==> src/rtl/sram_arbiter.sv <==
// sram_arbiter: two-port arbiter/sequencer for a 64K x 16 asynchronous SRAM.
// Port 0 is the CPU, port 1 the link loader/DMA engine. Every access runs
// IDLE -> SETUP -> ACTIVE (1+WAIT_STATES cycles) -> RECOVER -> IDLE, and all
// SRAM pins come straight from registers.
// Build option: define SRAM_ARB_FIXED_PRIO_EN to give port 0 every tie;
// otherwise ties alternate round-robin.
module sram_arbiter #(
  parameter int unsigned WAIT_STATES = 1
) (
  input  logic        clk,
  input  logic        resetn,
  input  logic        p0_valid,
  input  logic [15:0] p0_addr,
  input  logic [15:0] p0_wdata,
  input  logic [1:0]  p0_wstrb,
  output logic        p0_ready,
  output logic [15:0] p0_rdata,
  input  logic        p1_valid,
  input  logic [15:0] p1_addr,
  input  logic [15:0] p1_wdata,
  input  logic [1:0]  p1_wstrb,
  output logic        p1_ready,
  output logic [15:0] p1_rdata,
  output logic [15:0] sram_a,
  output logic [15:0] sram_dout,
  output logic        sram_doe,
  input  logic [15:0] sram_din,
  output logic        sram_ce,
  output logic        sram_we,
  output logic        sram_oe,
  output logic        sram_lb,
  output logic        sram_ub
);

  localparam logic [2:0] ACT_LAST = 3'(WAIT_STATES);

  typedef enum logic [1:0] {IDLE, SETUP, ACTIVE, RECOVER} state_t;

  state_t      state;
  logic [2:0]  cnt;
  logic        gnt;
  logic        wr_q;
  logic        gnt_c;
  logic [15:0] sel_addr_c;
  logic [15:0] sel_wdata_c;
  logic [1:0]  sel_wstrb_c;

`ifndef SRAM_ARB_FIXED_PRIO_EN
  logic        last;
`endif

  // Grant decision for the current IDLE cycle and the selected request fields.
  always_comb begin
`ifdef SRAM_ARB_FIXED_PRIO_EN
    gnt_c = ~p0_valid;
`else
    if (p0_valid && p1_valid) gnt_c = ~last;
    else                      gnt_c = p1_valid;
`endif
    sel_addr_c  = gnt_c ? p1_addr  : p0_addr;
    sel_wdata_c = gnt_c ? p1_wdata : p0_wdata;
    sel_wstrb_c = gnt_c ? p1_wstrb : p0_wstrb;
  end

  // Access sequencer; the SRAM pin registers hold the latched request.
  always_ff @(posedge clk or negedge resetn) begin
    if (!resetn) begin
      state     <= IDLE;
      cnt       <= 3'd0;
      gnt       <= 1'b0;
      wr_q      <= 1'b0;
`ifndef SRAM_ARB_FIXED_PRIO_EN
      last      <= 1'b1;
`endif
      sram_ce   <= 1'b1;
      sram_we   <= 1'b1;
      sram_oe   <= 1'b1;
      sram_lb   <= 1'b1;
      sram_ub   <= 1'b1;
      sram_doe  <= 1'b0;
      sram_a    <= 16'd0;
      sram_dout <= 16'd0;
      p0_ready  <= 1'b0;
      p1_ready  <= 1'b0;
      p0_rdata  <= 16'd0;
      p1_rdata  <= 16'd0;
    end else begin
      p0_ready <= 1'b0;
      p1_ready <= 1'b0;
      case (state)
        IDLE: begin
          if (p0_valid || p1_valid) begin
            gnt     <= gnt_c;
`ifndef SRAM_ARB_FIXED_PRIO_EN
            last    <= gnt_c;
`endif
            wr_q    <= |sel_wstrb_c;
            sram_ce <= 1'b0;
            sram_a  <= sel_addr_c;
            if (|sel_wstrb_c) begin
              sram_lb   <= ~sel_wstrb_c[0];
              sram_ub   <= ~sel_wstrb_c[1];
              sram_dout <= sel_wdata_c;
              sram_doe  <= 1'b1;
            end else begin
              sram_lb <= 1'b0;
              sram_ub <= 1'b0;
            end
            state <= SETUP;
          end
        end
        SETUP: begin
          cnt <= 3'd0;
          if (wr_q) sram_we <= 1'b0;
          else      sram_oe <= 1'b0;
          state <= ACTIVE;
        end
        ACTIVE: begin
          if (cnt == ACT_LAST) begin
            sram_oe <= 1'b1;
            sram_we <= 1'b1;
            if (!wr_q) begin
              if (gnt) p1_rdata <= sram_din;
              else     p0_rdata <= sram_din;
            end
            p0_ready <= ~gnt;
            p1_ready <= gnt;
            state    <= RECOVER;
          end else begin
            cnt <= cnt + 3'd1;
          end
        end
        RECOVER: begin
          sram_ce  <= 1'b1;
          sram_lb  <= 1'b1;
          sram_ub  <= 1'b1;
          sram_doe <= 1'b0;
          state    <= IDLE;
        end
        default: state <= IDLE;
      endcase
    end
  end

endmodule
==> config.mk <==
export PLATFORM = sky130hd
export DESIGN_NAME = sram_arbiter
export DESIGN_NICKNAME = d
export VERILOG_FILES = /design/src/rtl/sram_arbiter.sv
export SDC_FILE = /design/constraint.sdc
export NUM_CORES = 1
export LEC_CHECK = 0
export BUFFER_PORTS_ARGS = -buffer_cell sky130_fd_sc_hd__buf_4
export CORE_MARGIN = 5
export CORE_UTILIZATION = 50
export CTS_BUF_LIST = sky130_fd_sc_hd__clkbuf_16
export CTS_CLUSTER_DIAMETER = 150
export DETAILED_ROUTE_END_ITERATION = 8
export GPL_ROUTABILITY_DRIVEN = 1
export PLACE_DENSITY = 0.84
export SETUP_SLACK_MARGIN = 0.3
export SYNTH_ARGS = -nofsm -noshare
export SYNTH_HDL_FRONTEND = slang
export SYNTH_SLANG_ARGS = --single-unit
==> constraint.sdc <==
create_clock -name clk -period 5.5 [get_ports clk]
set_clock_uncertainty 0.15 [all_clocks]
set_input_delay 1.1 -clock clk [delete_from_list [all_inputs] [get_ports clk]]
set_output_delay 1.1 -clock clk [all_outputs]
set_load 0.01 [all_outputs]
# After elaboration in Yosys (flattened, before gate mapping)
# Index checks and enable logic that the tools add are counted.
dict set report classes {
  multipliers 0
  reduce_logical 16
  div 0
  eq_ne 10
  n_mux 29
  bitwise 5
  magnitude_cmp 0
  add_sub_neg 1
  n_shift 0
}
# operator count
set ops {}
lappend ops {{2-to-1 mux 16 bit} 2}
lappend ops {{2-to-1 mux 1 bit} 15}
lappend ops {{!= test 2 bit (second input constant)} 6}
lappend ops {{one-hot mux 1 bit (2 select lines)} 6}
lappend ops {{AND reduction 3 bit} 4}
lappend ops {{one-hot mux 2 bit (4 select lines)} 1}
lappend ops {{AND reduction 2 bit} 4}
lappend ops {{AND reduction 4 bit} 2}
lappend ops {{2-to-1 mux 2 bit} 3}
lappend ops {{one-hot mux 3 bit (2 select lines)} 1}
lappend ops {{NOT 1 bit} 5}
lappend ops {{== test 2 bit (second input constant)} 2}
lappend ops {{nonzero test 2 bit} 2}
lappend ops {{adder 3 x 1 -> 3 bit (second input constant)} 1}
lappend ops {{== test 3 x 1 -> 1 bit (second input constant)} 1}
lappend ops {{2-to-1 mux 3 bit} 1}
lappend ops {{== test 2 x 1 -> 1 bit (second input constant)} 1}
lappend ops {{zero test 2 bit} 1}
lappend ops {{OR reduction 2 bit} 1}
lappend ops {{logical AND 1 bit} 1}
lappend ops {{logical OR 1 bit} 1}
dict set report word_totals {
  ramBits 0
  mem_count 0
  reg_bits 80
  word_cells 78
  romBits 0
  out_inout_bits 72
  in_bits 88
  latch_bits 0
}

# Depth between registers and ports, before layout
# Gate-level depths: netlist (run 1).
dict set report depth {
  depth_word 7
  ltp_mapped 8
  mapped_depth_nobuf 6
}

# Least setup slack after synthesis (run 1)
# No wires, ideal clock.
dict set report synth_timing {
  kind {input port to flip-flop}
  start {input p1_valid}
  end {register sram_doe}
  setup_time_ps 82
  setup_slack_ps 2890
  t_arrival_ps 2378
  required_time_ps 5268
  n_path_buf 3
  stages 7
  path_cell_list {a21boi_1 -> buf_6 -> mux2_4 -> or2_1 -> buf_2 -> buf_6 -> a22oi_2}
}
dict set report synth_between {
  elab_chain_len 6
  word_cells_on_any_way 8
  classes_between {eq/ne: 2; mux: 2; reduce/logical: 4}
}
# element line_no
set synth_rtl {}
lappend synth_rtl {{start: declaration} 18} ;# input logic p1_valid,
lappend synth_rtl {{logical AND 1 bit} 57} ;# if (p0_valid && p1_valid) gnt_c = ~last;
lappend synth_rtl {{2-to-1 mux 1 bit} 57}
lappend synth_rtl {{2-to-1 mux 2 bit} 62} ;# sel_wstrb_c = gnt_c ? p1_wstrb : p0_wstrb;
lappend synth_rtl {{OR reduction 2 bit} 100} ;# if (|sel_wstrb_c) begin
lappend synth_rtl {{!= test 2 bit (no source line)} -}
lappend synth_rtl {{AND reduction 3 bit (no source line) (*)} -}
lappend synth_rtl {{end signal: assignment} 80} ;# sram_doe <= 1'b0;
lappend synth_rtl {{end signal: assignment} 104} ;# sram_doe <= 1'b1;
lappend synth_rtl {{end signal: assignment} 137} ;# sram_doe <= 1'b0;
lappend synth_rtl {{end: declaration} 26} ;# output logic sram_doe,
# Every way passes the cells marked *; elsewhere a longest branch is shown, timed or not.
# A chain may end at the register's enable or synchronous reset.

# Final worst setup path (run 1)
dict set report layout_timing {
  start {input p1_valid}
  end {register sram_ub}
}
dict set report layout_between {
  elab_chain_len 7
  word_cells_on_any_way 11
  classes_between {eq/ne: 1; mux: 5; bitwise: 1; reduce/logical: 4}
}
# element line_no
set layout_rtl {}
lappend layout_rtl {{logical AND 1 bit} 57}
lappend layout_rtl {{2-to-1 mux 1 bit} 57}
lappend layout_rtl {{2-to-1 mux 2 bit} 62}
lappend layout_rtl {{OR reduction 2 bit / NOT 1 bit (equally long branches)} {100, 102}}
lappend layout_rtl {{2-to-1 mux 1 bit} 100}
lappend layout_rtl {{2-to-1 mux 1 bit} 92} ;# if (p0_valid || p1_valid) begin
lappend layout_rtl {{one-hot mux 1 bit (2 select lines)} 90} ;# case (state)
lappend layout_rtl {{end signal: assignment} 102} ;# sram_ub <= ~sel_wstrb_c[1];
lappend layout_rtl {{end: declaration} 32} ;# output logic sram_ub
# Parallel ways exist; a longest one is shown, timed or not. The select of a mux whose other input is x is not followed.

==> results.sh, run 1 <==
export IMPL_via_count=2823
export IMPL_grt_overflow_total=0
export IMPL_criticalPathCategory="in -> reg"
export IMPL_post_synth_and_or_nand_nor_area_fraction_pct=5.97
export IMPL_insertion_delay_ns=0.32
export IMPL_placementRows=30
export IMPL_post_drt_via_cell_ratio=5.12
export IMPL_setup_repair_bufs_after_cts=0
export IMPL_tightest_slew_ns=0.957
export IMPL_setup_reg_to_reg_worst_slack_ns=3.12
export IMPL_drt_pass1_iter_count=4
export IMPL_finalHoldViolCount=0
export IMPL_synthAdderAreaFrac_pct=2.13
export IMPL_initial_standard_cell_utilization_of_the_core_pct=51.5
export IMPL_holdCritPathClass="reg -> reg"
export IMPL_p_per_cell_area_nw_per_um2=536
export IMPL_synth_enable_flop_cells=0
export IMPL_fill_cells=497
export IMPL_final_setup_violation_count=0
export IMPL_report_final_slew_viol_count=0
export IMPL_timing_max_cap_violations=0
export IMPL_clk_transition_reported_paths_ns=0.06
export IMPL_outcome="finished clean"
export IMPL_antenna_diode_count=0
export IMPL_place_detailed_hpwl_um=6870
export IMPL_power_leakage_nw=2.52
export IMPL_synth_xor_area_share_pct=0.249
export IMPL_flip_flop_and_latch_count_after_synthesis=80
export IMPL_ir_drop_mv=0.298
export IMPL_antenna_found_initial=0
export IMPL_avgSynthCellArea_um2=12.0
export IMPL_r2r_start="state[0]"
export IMPL_postSynthCellCount=293
export IMPL_finalSetupTns_ns=0
export IMPL_hold_path_startpoint="sram_a[8]"
export IMPL_cp_max_fo=35
export IMPL_final_design_area_no_fill_um2=5080
export IMPL_mappedNetlistNets=387
export IMPL_timing_final_crit_period_ns=2.64
export IMPL_timing_critical_path_from_type="primary input"
export IMPL_clockBufferDepth=2
export IMPL_post_synth_mux_area_share_pct=21.0
export IMPL_unrepaired_setup_endpoints_after_global_routing="no"
export IMPL_drive_gt1_share_pct=49.2
export IMPL_gpl_final_weighted_congestion=0.774
export IMPL_drt_wirelength_per_cell_um=16.7
export IMPL_min_delay_worst_endpoint="sram_a[8]"
export IMPL_drc_errors=0
export IMPL_yosysTopAreaCell="sky130_fd_sc_hd__dfrtp_1"
export IMPL_synth_top_family_by_area="multiplexers"
export IMPL_synth_cell_types=32
export IMPL_clock_sinks=80
export IMPL_cts_buffers=9
export IMPL_r2r_end="sram_dout[6]"
export IMPL_synth_compound_gate_area_share_pct=10.5
export IMPL_drt_total_wl_um=9180
export IMPL_number_of_global_route_vias_before_repair=3013
export IMPL_multi_input_comb_area_um2=1420
export IMPL_tritoncts="built"
export IMPL_sequential_cell_area_um2=2010
export IMPL_io_buffer_count=159
export IMPL_grt_max_degree=81
export IMPL_finalNetCount=544
export IMPL_netlist_top_cells_area="sky130_fd_sc_hd__dfrtp_1 (53%), sky130_fd_sc_hd__mux2_2 (11%), sky130_fd_sc_hd__mux2i_1 (9.4%)"
export IMPL_area_growth_syn_to_layout_pct=44.4
export IMPL_placeable_core_region_um2=6830
export IMPL_area_of_the_mapped_netlist_um2=3520
export IMPL_detailedRoute_firstIterationViolations=80
export IMPL_fmax_mhz=379
export IMPL_cts_resized=0
export IMPL_die_height_um=93.9
export IMPL_cp_data_arrival_time_ns=2.75
export IMPL_wire_length_of_the_first_global_routing_pass_um=14400
export IMPL_dpl_cell_area_um2=4800
export IMPL_proportion_of_netlist_area_held_by_the_largest_area_contributor_pct=52.6
export IMPL_yosysSeqAreaShare_pct=57.1
export IMPL_clock_tree_root_cell="sky130_fd_sc_hd__clkbuf_16"
export IMPL_postRouteAntennaNets=0
export IMPL_async_reset_ff_share_pct=100
export IMPL_whs_path_depth=2
export IMPL_die_width_um=93.9
export IMPL_ff2ff_path_depth=6
export IMPL_track_usage_pct=21.2
export IMPL_cp_end_kind="register"
export IMPL_relSlewSlack_pct=36.2
export IMPL_min_period_over_period_pct=48.0
export IMPL_io_pins=160
export IMPL_quantity_of_hold_fixing_buffers_added_after_cts=0
export IMPL_ys_warn_count=0
export IMPL_synth_ff_type="sky130_fd_sc_hd__dfrtp_1"
export IMPL_worst_ep_required_time_ns=5.61
export IMPL_die_area_um2=8820
export IMPL_cts_htree_levels=3
synth_stat cells (2+ instances only):
| master | instances |
|---|---|
| sky130_fd_sc_hd__dfrtp_1 | 74 |
| sky130_fd_sc_hd__o21ai_0 | 46 |
| sky130_fd_sc_hd__mux2_2 | 35 |
| sky130_fd_sc_hd__mux2i_1 | 33 |
| sky130_fd_sc_hd__nand2_1 | 25 |
| sky130_fd_sc_hd__nor2_1 | 11 |
| sky130_fd_sc_hd__clkbuf_1 | 8 |
| sky130_fd_sc_hd__o21ai_1 | 8 |
| sky130_fd_sc_hd__a21oi_1 | 6 |
| sky130_fd_sc_hd__buf_2 | 6 |
| sky130_fd_sc_hd__dfstp_2 | 6 |
| sky130_fd_sc_hd__ha_1 | 6 |
| sky130_fd_sc_hd__inv_1 | 5 |
| sky130_fd_sc_hd__nand2b_1 | 4 |
| sky130_fd_sc_hd__a211oi_1 | 2 |
| sky130_fd_sc_hd__buf_6 | 2 |
area by class of cell:
class / instances / area share (%)
Multi-Input combinational cell: 191 / 28.0
Clock inverter: 7 / 1.23
Tap cell: 96 / 2.36
Clock buffer: 9 / 4.43
Timing Repair Buffer: 163 / 24.1
Inverter: 5 / 0.369
Sequential cell: 80 / 39.5
flip-flops by register name, summed over array words and instances (netlist names), 2 cells and up:
signal / flops
cnt: 3
p0_rdata: 16
p1_rdata: 16
sram_a: 16
sram_dout: 16
state: 2
critical path, cell delays in order:
cell                       delay, ns
sky130_fd_sc_hd__buf_4          0.11
sky130_fd_sc_hd__a21boi_4       0.20
sky130_fd_sc_hd__buf_4          0.48
sky130_fd_sc_hd__mux2_2         0.41
sky130_fd_sc_hd__or3_1          0.34
sky130_fd_sc_hd__nand2_1        0.07
report_power, final:
| group | total [mW] | switching [mW] | internal (mW) |
|---|---|---|---|
| sequential | 1.03 | 0.166 | 0.867 |
| clock | 0.566 | 0.220 | 0.346 |
| combinational | 1.12 | 0.541 | 0.584 |
through the flow:
stage	hold slack (ns)	power [mW]	instances	utilization, %	setup WS [ns]
final	0.331	2.72	551	74.4	2.86
after global routing	0.362	2.90	551	74.4	2.76
after CTS	0.335	2.75	551	74.4	2.86
after detailed placement	0.322	2.18	535	70.2	2.53
after global placement	0.313	2.11	535	70.2	2.59
after floorplan	0.308	1.60	293	-	2.89
per-layer routing:
metal  routed length, um  vias to the layer above  GRT usage (%)
li1                    -                     1343              -
met1                3550                     1334           24.6
met2                4620                      130           36.3
met3                 833                       16           6.89
met4                 175                        0           8.18
met5                   0                        -              0
worst max path at each step:
stage / start / end / slack, ns / cells after the start
detailed placement: p1_valid / sram_ub / 2.53 / 6
global route: p1_valid / sram_ub / 2.76 / 6
finish: p1_valid / sram_ub / 2.86 / 6
CTS: p1_valid / sram_ub / 2.86 / 6
global placement: p1_valid / sram_ub / 2.59 / 6
floorplan: p1_valid / sram_doe / 2.89 / 7
cell usage in the layout, fill, tap and decap left out, types with 2 or more instances in the layout:
cell type                    count
sky130_fd_sc_hd__o21ai_0        45
sky130_fd_sc_hd__ha_1            6
sky130_fd_sc_hd__clkinvlp_4      2
sky130_fd_sc_hd__nand2b_1        4
sky130_fd_sc_hd__clkinv_2        2
sky130_fd_sc_hd__dfstp_2         6
sky130_fd_sc_hd__mux2i_1        33
sky130_fd_sc_hd__o21ai_1         8
sky130_fd_sc_hd__mux2_2         35
sky130_fd_sc_hd__buf_4         163
sky130_fd_sc_hd__dfrtp_1        74
sky130_fd_sc_hd__nor2_1         11
sky130_fd_sc_hd__clkinv_1        2
sky130_fd_sc_hd__a211oi_1        2
sky130_fd_sc_hd__inv_1           5
sky130_fd_sc_hd__a21oi_1         6
sky130_fd_sc_hd__nand2_1        25
sky130_fd_sc_hd__clkbuf_16       9
cells by family (layout without fill, tap and decap cells):
| logic type | after synthesis | in the layout |
|---|---|---|
| buffers and inverters | 22 | 184 |
| multiplexers | 69 | 69 |
| adder cells (fa/ha/maj) | 6 | 6 |
| AO/OA/AOI/OAI | 68 | 68 |
| flip-flops | 80 | 80 |
| XOR/XNOR | 1 | 1 |
| AND/OR/NAND/NOR | 47 | 47 |
(Power assumes the default switching activity.)
==> inputs of run 2 (changes only) <==
- CORE_UTILIZATION: 50 -> 42
- PLACE_DENSITY: 0.84 -> 0.76
- clock period: 5.5 -> 2.1 ns (I/O delays scaled with it)
==> run 2 against run 1 <==
Against the previous run:
- core utilization down 7.7 points
- total power rose to 2.8 times the previous value
- critical endpoint is now p1_rdata[11]
- largest power group unchanged
- flip-flop and latch count unchanged
- critical path type is now reg -> reg
- non-clock buffer count up 22
==> results.sh, run 2 (synthesis results as in run 1) <==
export IMPL_ir_drop_mv=0.506
export IMPL_final_design_area_no_fill_um2=5450
export IMPL_drt_pass1_iter_count=4
export IMPL_cts_htree_levels=3
export IMPL_timing_critical_path_slowest_cell_delay_ns=0.38
export IMPL_p_per_cell_area_nw_per_um2=1390
export IMPL_detailedRoute_firstIterationViolations=61
export IMPL_fin_util_pct=66.7
export IMPL_fmax_mhz=517
export IMPL_initial_standard_cell_utilization_of_the_core_pct=43.1
export IMPL_tightest_slew_ns=0.541
export IMPL_area_growth_syn_to_layout_pct=54.9
export IMPL_hold_path_startpoint="p0_valid"
export IMPL_tritoncts="built"
export IMPL_timing_max_cap_violations=0
export IMPL_finalHoldViolCount=0
export IMPL_unrepaired_setup_endpoints_after_global_routing="yes"
export IMPL_cp_end_kind="register"
export IMPL_cts_buffers=9
export IMPL_finalNetCount=566
export IMPL_report_final_slew_viol_count=0
export IMPL_fill_cells=625
export IMPL_cp_max_fo=8
export IMPL_timing_final_crit_period_ns=1.94
export IMPL_clock_tree_root_cell="sky130_fd_sc_hd__clkbuf_16"
export IMPL_io_buffer_count=159
export IMPL_via_count=2898
export IMPL_insertion_delay_ns=0.32
export IMPL_drt_total_wl_um=9460
export IMPL_r2r_start="cnt[1]"
export IMPL_holdCritPathClass="in -> reg"
export IMPL_critical_path_slowest_cell="sky130_fd_sc_hd__dfrtp_1"
export IMPL_postRouteAntennaNets=0
export IMPL_post_drt_via_cell_ratio=4.98
export IMPL_worst_ep_required_time_ns=2.16
export IMPL_path_common_cell="sky130_fd_sc_hd__nor2b_4"
export IMPL_grt_overflow_total=0
export IMPL_clock_sinks=80
export IMPL_layout_commonest_cell="sky130_fd_sc_hd__buf_4"
export IMPL_timing_critical_path_from_type="register"
export IMPL_clockBufferDepth=2
export IMPL_grt_max_degree=43
export IMPL_clk_transition_reported_paths_ns=0.06
export IMPL_drt_wirelength_per_cell_um=16.3
export IMPL_gpl_final_weighted_congestion=0.733
export IMPL_launch_point_of_the_worst_path="cnt[1]"
export IMPL_final_cell_count_no_fill=582
export IMPL_dpl_cell_area_um2=4910
export IMPL_most_common_layout_cells="sky130_fd_sc_hd__buf_4 (175), sky130_fd_sc_hd__dfrtp_1 (74), sky130_fd_sc_hd__o21ai_0 (41), sky130_fd_sc_hd__mux2i_1 (33), sky130_fd_sc_hd__nand2_1 (24)"
export IMPL_antenna_found_initial=0
export IMPL_placementRows=33
export IMPL_outcome="finished clean"
export IMPL_min_period_over_period_pct=92.1
export IMPL_placeable_core_region_um2=8180
export IMPL_die_width_um=102
export IMPL_die_area_um2=10300
export IMPL_final_setup_violation_count=0
export IMPL_drive_gt1_share_pct=53.2
export IMPL_number_of_global_route_vias_before_repair=2873
export IMPL_io_pins=160
export IMPL_drc_errors=0
export IMPL_cp_cell_sequence="inv_1 -> ha_2 -> nor2b_4 -> and3_4 -> nor2b_4 -> buf_8 -> mux2_4"
export IMPL_numPlacedInstances=551
export IMPL_place_detailed_hpwl_um=6800
export IMPL_criticalPathCategory="reg -> reg"
export IMPL_wire_length_of_the_first_global_routing_pass_um=14100
export IMPL_cp_data_arrival_time_ns=1.99
export IMPL_relSlewSlack_pct=63.9
export IMPL_die_height_um=102
export IMPL_antenna_diode_count=0
export IMPL_power_leakage_nw=2.70
export IMPL_finalSetupTns_ns=0
export IMPL_power_mw=7.57
export IMPL_track_usage_pct=17.4
run 2: stage by stage:
| step | hold WS (ns) | setup WS [ns] |
|---|---|---|
| 2_1_floorplan | -0.0256 | 0.172 |
| 3_3_place_gp | 0.279 | 0.127 |
| 3_5_place_dp | 0.290 | 0.0491 |
| 4_1_cts | 0.152 | 0.187 |
| 5_1_grt | 0.164 | 0.112 |
| 6_report | 0.159 | 0.165 |
run 2: area by class of cell:
cell class	count	area [um2]	share of cell area (%)
repair buffers	185	1480	27.2
inverters	5	18.8	0.344
flip-flops and latches	80	2010	36.9
well taps	105	131	2.41
multi-input cells	191	1530	28.0
clock inverters	7	56.3	1.03
clock buffers	9	225	4.13
run 2: worst paths after layout:
kind                           endpoint  slack [ns]  cells past startpoint
min                                last        0.16                      2
max                        p1_rdata[11]        0.16                      7
min in group asynchronous   p0_rdata[2]        0.46                      2
min reg2reg                  sram_a[11]        0.33                      2
max in group asynchronous     sram_a[9]        0.74                      3
max reg2reg                p1_rdata[11]        0.16                      7
run 2: what timing repair did:
item | in CTS | in global routing
pin swaps | 0 | 0
cloned | 1 | 1
endpoints found under the setup margin | 54 | 49
endpoints found under the hold margin | 35 | 0
resized for setup | 8 | 31
setup buffers | 4 | 8
hold buffers | 1 | 0
run 2: critical path, delay by kind of cell, from the launching register on:
kind / cells / cell delay [ns]
adders and majority gates: 1 / 0.17
buffers and inverters: 2 / 0.24
DFF: 1 / 0.38
muxes: 1 / 0.31
and+or+nand+nor: 3 / 0.56
run 2: power breakdown:
part / switching, mW / internal [mW]
Combinational: 1.51 / 1.91
Clock: 0.627 / 0.810
Sequential: 0.440 / 2.27
run 2: metal layers:
layer	routed length, um	global-route usage [%]	share of wire [%]
met5	0	0	0
met1	3880	23.4	41
met2	4680	27.1	49
met4	129	6.03	1.4
met3	776	4.89	8.2
==> inputs of run 3 (changes only) <==
- PLACE_DENSITY: 0.76 -> 0.87
==> run 3 against run 2 <==
Against the previous run:
- total power increased by 0.57%
- sequential power about the same
- non-clock buffer count decreased by 7
- sequential share of layout area increased by 0.24 points
- core utilization decreased by 0.43 points
- largest cell class unchanged
- clock power increased by 6%
- largest power group unchanged
- highest routed layer unchanged
- flip-flop and latch count unchanged
- die area unchanged
- final area decreased by 0.64%
- combinational power decreased by 2%
- hold slack improved by 0.023 ns
- critical path depth unchanged
==> results.sh, run 3 (synthesis results as in run 1) <==
export IMPL_die_width_um=102
export IMPL_cp_max_fo=8
export IMPL_r2r_end="p1_rdata[5]"
export IMPL_outcome="finished clean"
export IMPL_final_setup_violation_count=0
export IMPL_power_mw=7.61
export IMPL_criticalPathCategory="reg -> reg"
export IMPL_placeable_core_region_um2=8180
export IMPL_io_pins=160
export IMPL_finalNetCount=560
export IMPL_finalHoldViolCount=0
export IMPL_antenna_diode_count=0
export IMPL_cts_buffers=9
export IMPL_clk_transition_reported_paths_ns=0.06
export IMPL_grt_max_degree=39
export IMPL_holdCritPathClass="in -> reg"
export IMPL_area_growth_syn_to_layout_pct=53.9
export IMPL_tightest_slew_ns=0.440
export IMPL_drt_pass1_iter_count=5
export IMPL_r2r_start="cnt[1]"
export IMPL_layout_commonest_cell="sky130_fd_sc_hd__buf_4"
export IMPL_post_drt_via_cell_ratio=5.07
export IMPL_min_delay_worst_endpoint="last"
export IMPL_antenna_found_initial=0
export IMPL_final_design_area_no_fill_um2=5420
export IMPL_cts_htree_levels=3
export IMPL_hold_path_startpoint="p0_valid"
export IMPL_drt_total_wl_um=9740
export IMPL_ir_drop_mv=0.728
export IMPL_insertion_delay_ns=0.32
export IMPL_clock_sinks=80
export IMPL_ff2ff_path_depth=7
export IMPL_clockBufferDepth=2
export IMPL_clock_tree_root_cell="sky130_fd_sc_hd__clkbuf_16"
export IMPL_io_buffer_count=159
export IMPL_most_common_layout_cells="sky130_fd_sc_hd__buf_4 (168), sky130_fd_sc_hd__dfrtp_1 (74), sky130_fd_sc_hd__o21ai_0 (43), sky130_fd_sc_hd__mux2i_1 (33), sky130_fd_sc_hd__nand2_1 (24)"
export IMPL_timing_critical_path_from_type="register"
export IMPL_cp_end_kind="register"
export IMPL_place_detailed_hpwl_um=7150
export IMPL_drt_wirelength_per_cell_um=16.9
export IMPL_relSlewSlack_pct=70.7
export IMPL_unrepaired_setup_endpoints_after_global_routing="yes"
export IMPL_placementRows=33
export IMPL_grt_overflow_total=0
export IMPL_setup_reg_to_reg_worst_slack_ns=0.15
export IMPL_fmax_mhz=513
export IMPL_drive_gt1_share_pct=52.9
export IMPL_tritoncts="built"
export IMPL_fill_cells=627
export IMPL_gpl_final_weighted_congestion=0.792
export IMPL_timing_final_crit_period_ns=1.95
export IMPL_dpl_cell_area_um2=4900
export IMPL_drc_errors=0
export IMPL_track_usage_pct=17.9
export IMPL_timing_max_cap_violations=0
export IMPL_via_count=2921
export IMPL_cp_data_arrival_time_ns=2.00
export IMPL_number_of_global_route_vias_before_repair=3039
export IMPL_die_area_um2=10300
export IMPL_detailedRoute_firstIterationViolations=68
export IMPL_postRouteAntennaNets=0
export IMPL_power_leakage_nw=2.67
export IMPL_whs_path_depth=2
export IMPL_wire_length_of_the_first_global_routing_pass_um=14500
export IMPL_die_height_um=102
export IMPL_min_period_over_period_pct=92.8
export IMPL_p_per_cell_area_nw_per_um2=1410
export IMPL_holdWs_ns=0.182
export IMPL_worst_ep_required_time_ns=2.15
export IMPL_report_final_slew_viol_count=0
export IMPL_initial_standard_cell_utilization_of_the_core_pct=43.1
-- run 3: changes by cell type in the layout (fill, tap and decap cells not counted), moves of 2 or more --
cell and change:
sky130_fd_sc_hd__o21ai_1 -2, sky130_fd_sc_hd__clkinv_1 +2, sky130_fd_sc_hd__buf_4 -7, sky130_fd_sc_hd__clkinvlp_4 -2, sky130_fd_sc_hd__o21ai_0 +2, sky130_fd_sc_hd__buf_6 +2
-- run 3: worst max path at each step --
stage | start | end | slack, ns | cells past startpoint
final | cnt[1] | p1_rdata[5] | 0.15 | 7
after global routing | cnt[1] | p1_rdata[5] | 0.10 | 7
after CTS | cnt[1] | p1_rdata[6] | 0.17 | 7
after detailed placement | p0_valid | sram_dout[4] | -0.02 | 5
after global placement | p0_valid | sram_dout[0] | 0.09 | 5
after floorplan | state[0] | p0_rdata[0] | 0.17 | 7
-- run 3: cell type report --
class | instances | area [um2] | area share, %
Multi-Input combinational cell | 192 | 1560 | 28.7
Clock buffer | 9 | 225 | 4.16
Clock inverter | 7 | 70.1 | 1.29
Inverter | 5 | 18.8 | 0.347
Tap cell | 105 | 131 | 2.43
Sequential cell | 80 | 2010 | 37.1
Timing Repair Buffer | 178 | 1410 | 26.0
-- run 3: what timing repair did --
action | in CTS | in global routing
cloned | 1 | 1
resized for setup | 19 | 21
pin swaps | 0 | 1
endpoints found under the setup margin | 50 | 45
hold buffers | 1 | 0
endpoints found under the hold margin | 25 | 0
setup buffers | 2 | 5
-- run 3: critical path, stage by stage, from the launching register on --
cell,delay (ns)
sky130_fd_sc_hd__dfrtp_1,0.39
sky130_fd_sc_hd__inv_2,0.07
sky130_fd_sc_hd__ha_4,0.13
sky130_fd_sc_hd__nor2b_4,0.19
sky130_fd_sc_hd__and3_4,0.20
sky130_fd_sc_hd__nor2b_4,0.20
sky130_fd_sc_hd__buf_8,0.18
sky130_fd_sc_hd__mux2_4,0.32
-- run 3: power breakdown --
group / internal, mW / switching (mW) / leakage (nW) / total (mW)
Sequential: 2.27 / 0.466 / 0.993 / 2.74
Combinational: 1.84 / 1.52 / 1.54 / 3.36
Clock: 0.920 / 0.596 / 0.138 / 1.52
Total: 5.03 / 2.59 / 2.67 / 7.61
-- run 3: routing by layer --
layer,routed length [um],up-vias,track usage (%)
met1,3900,1394,21.7
li1,-,1378,-
met2,4890,137,31.0
met4,103,0,5.32
met3,845,12,5.10
met5,0,-,0
-- run 3: through the flow --
stage / setup TNS [ns] / util, % / setup slack, ns / std cells
3_5_place_dp: -0.0233 / 60.0 / -0.0233 / 550
3_3_place_gp: 0 / 60.0 / 0.0925 / 550
5_1_grt: 0 / 66.3 / 0.103 / 576
2_1_floorplan: 0 / - / 0.172 / 293
6_report: 0 / 66.3 / 0.152 / 576
4_1_cts: 0 / 64.8 / 0.174 / 570
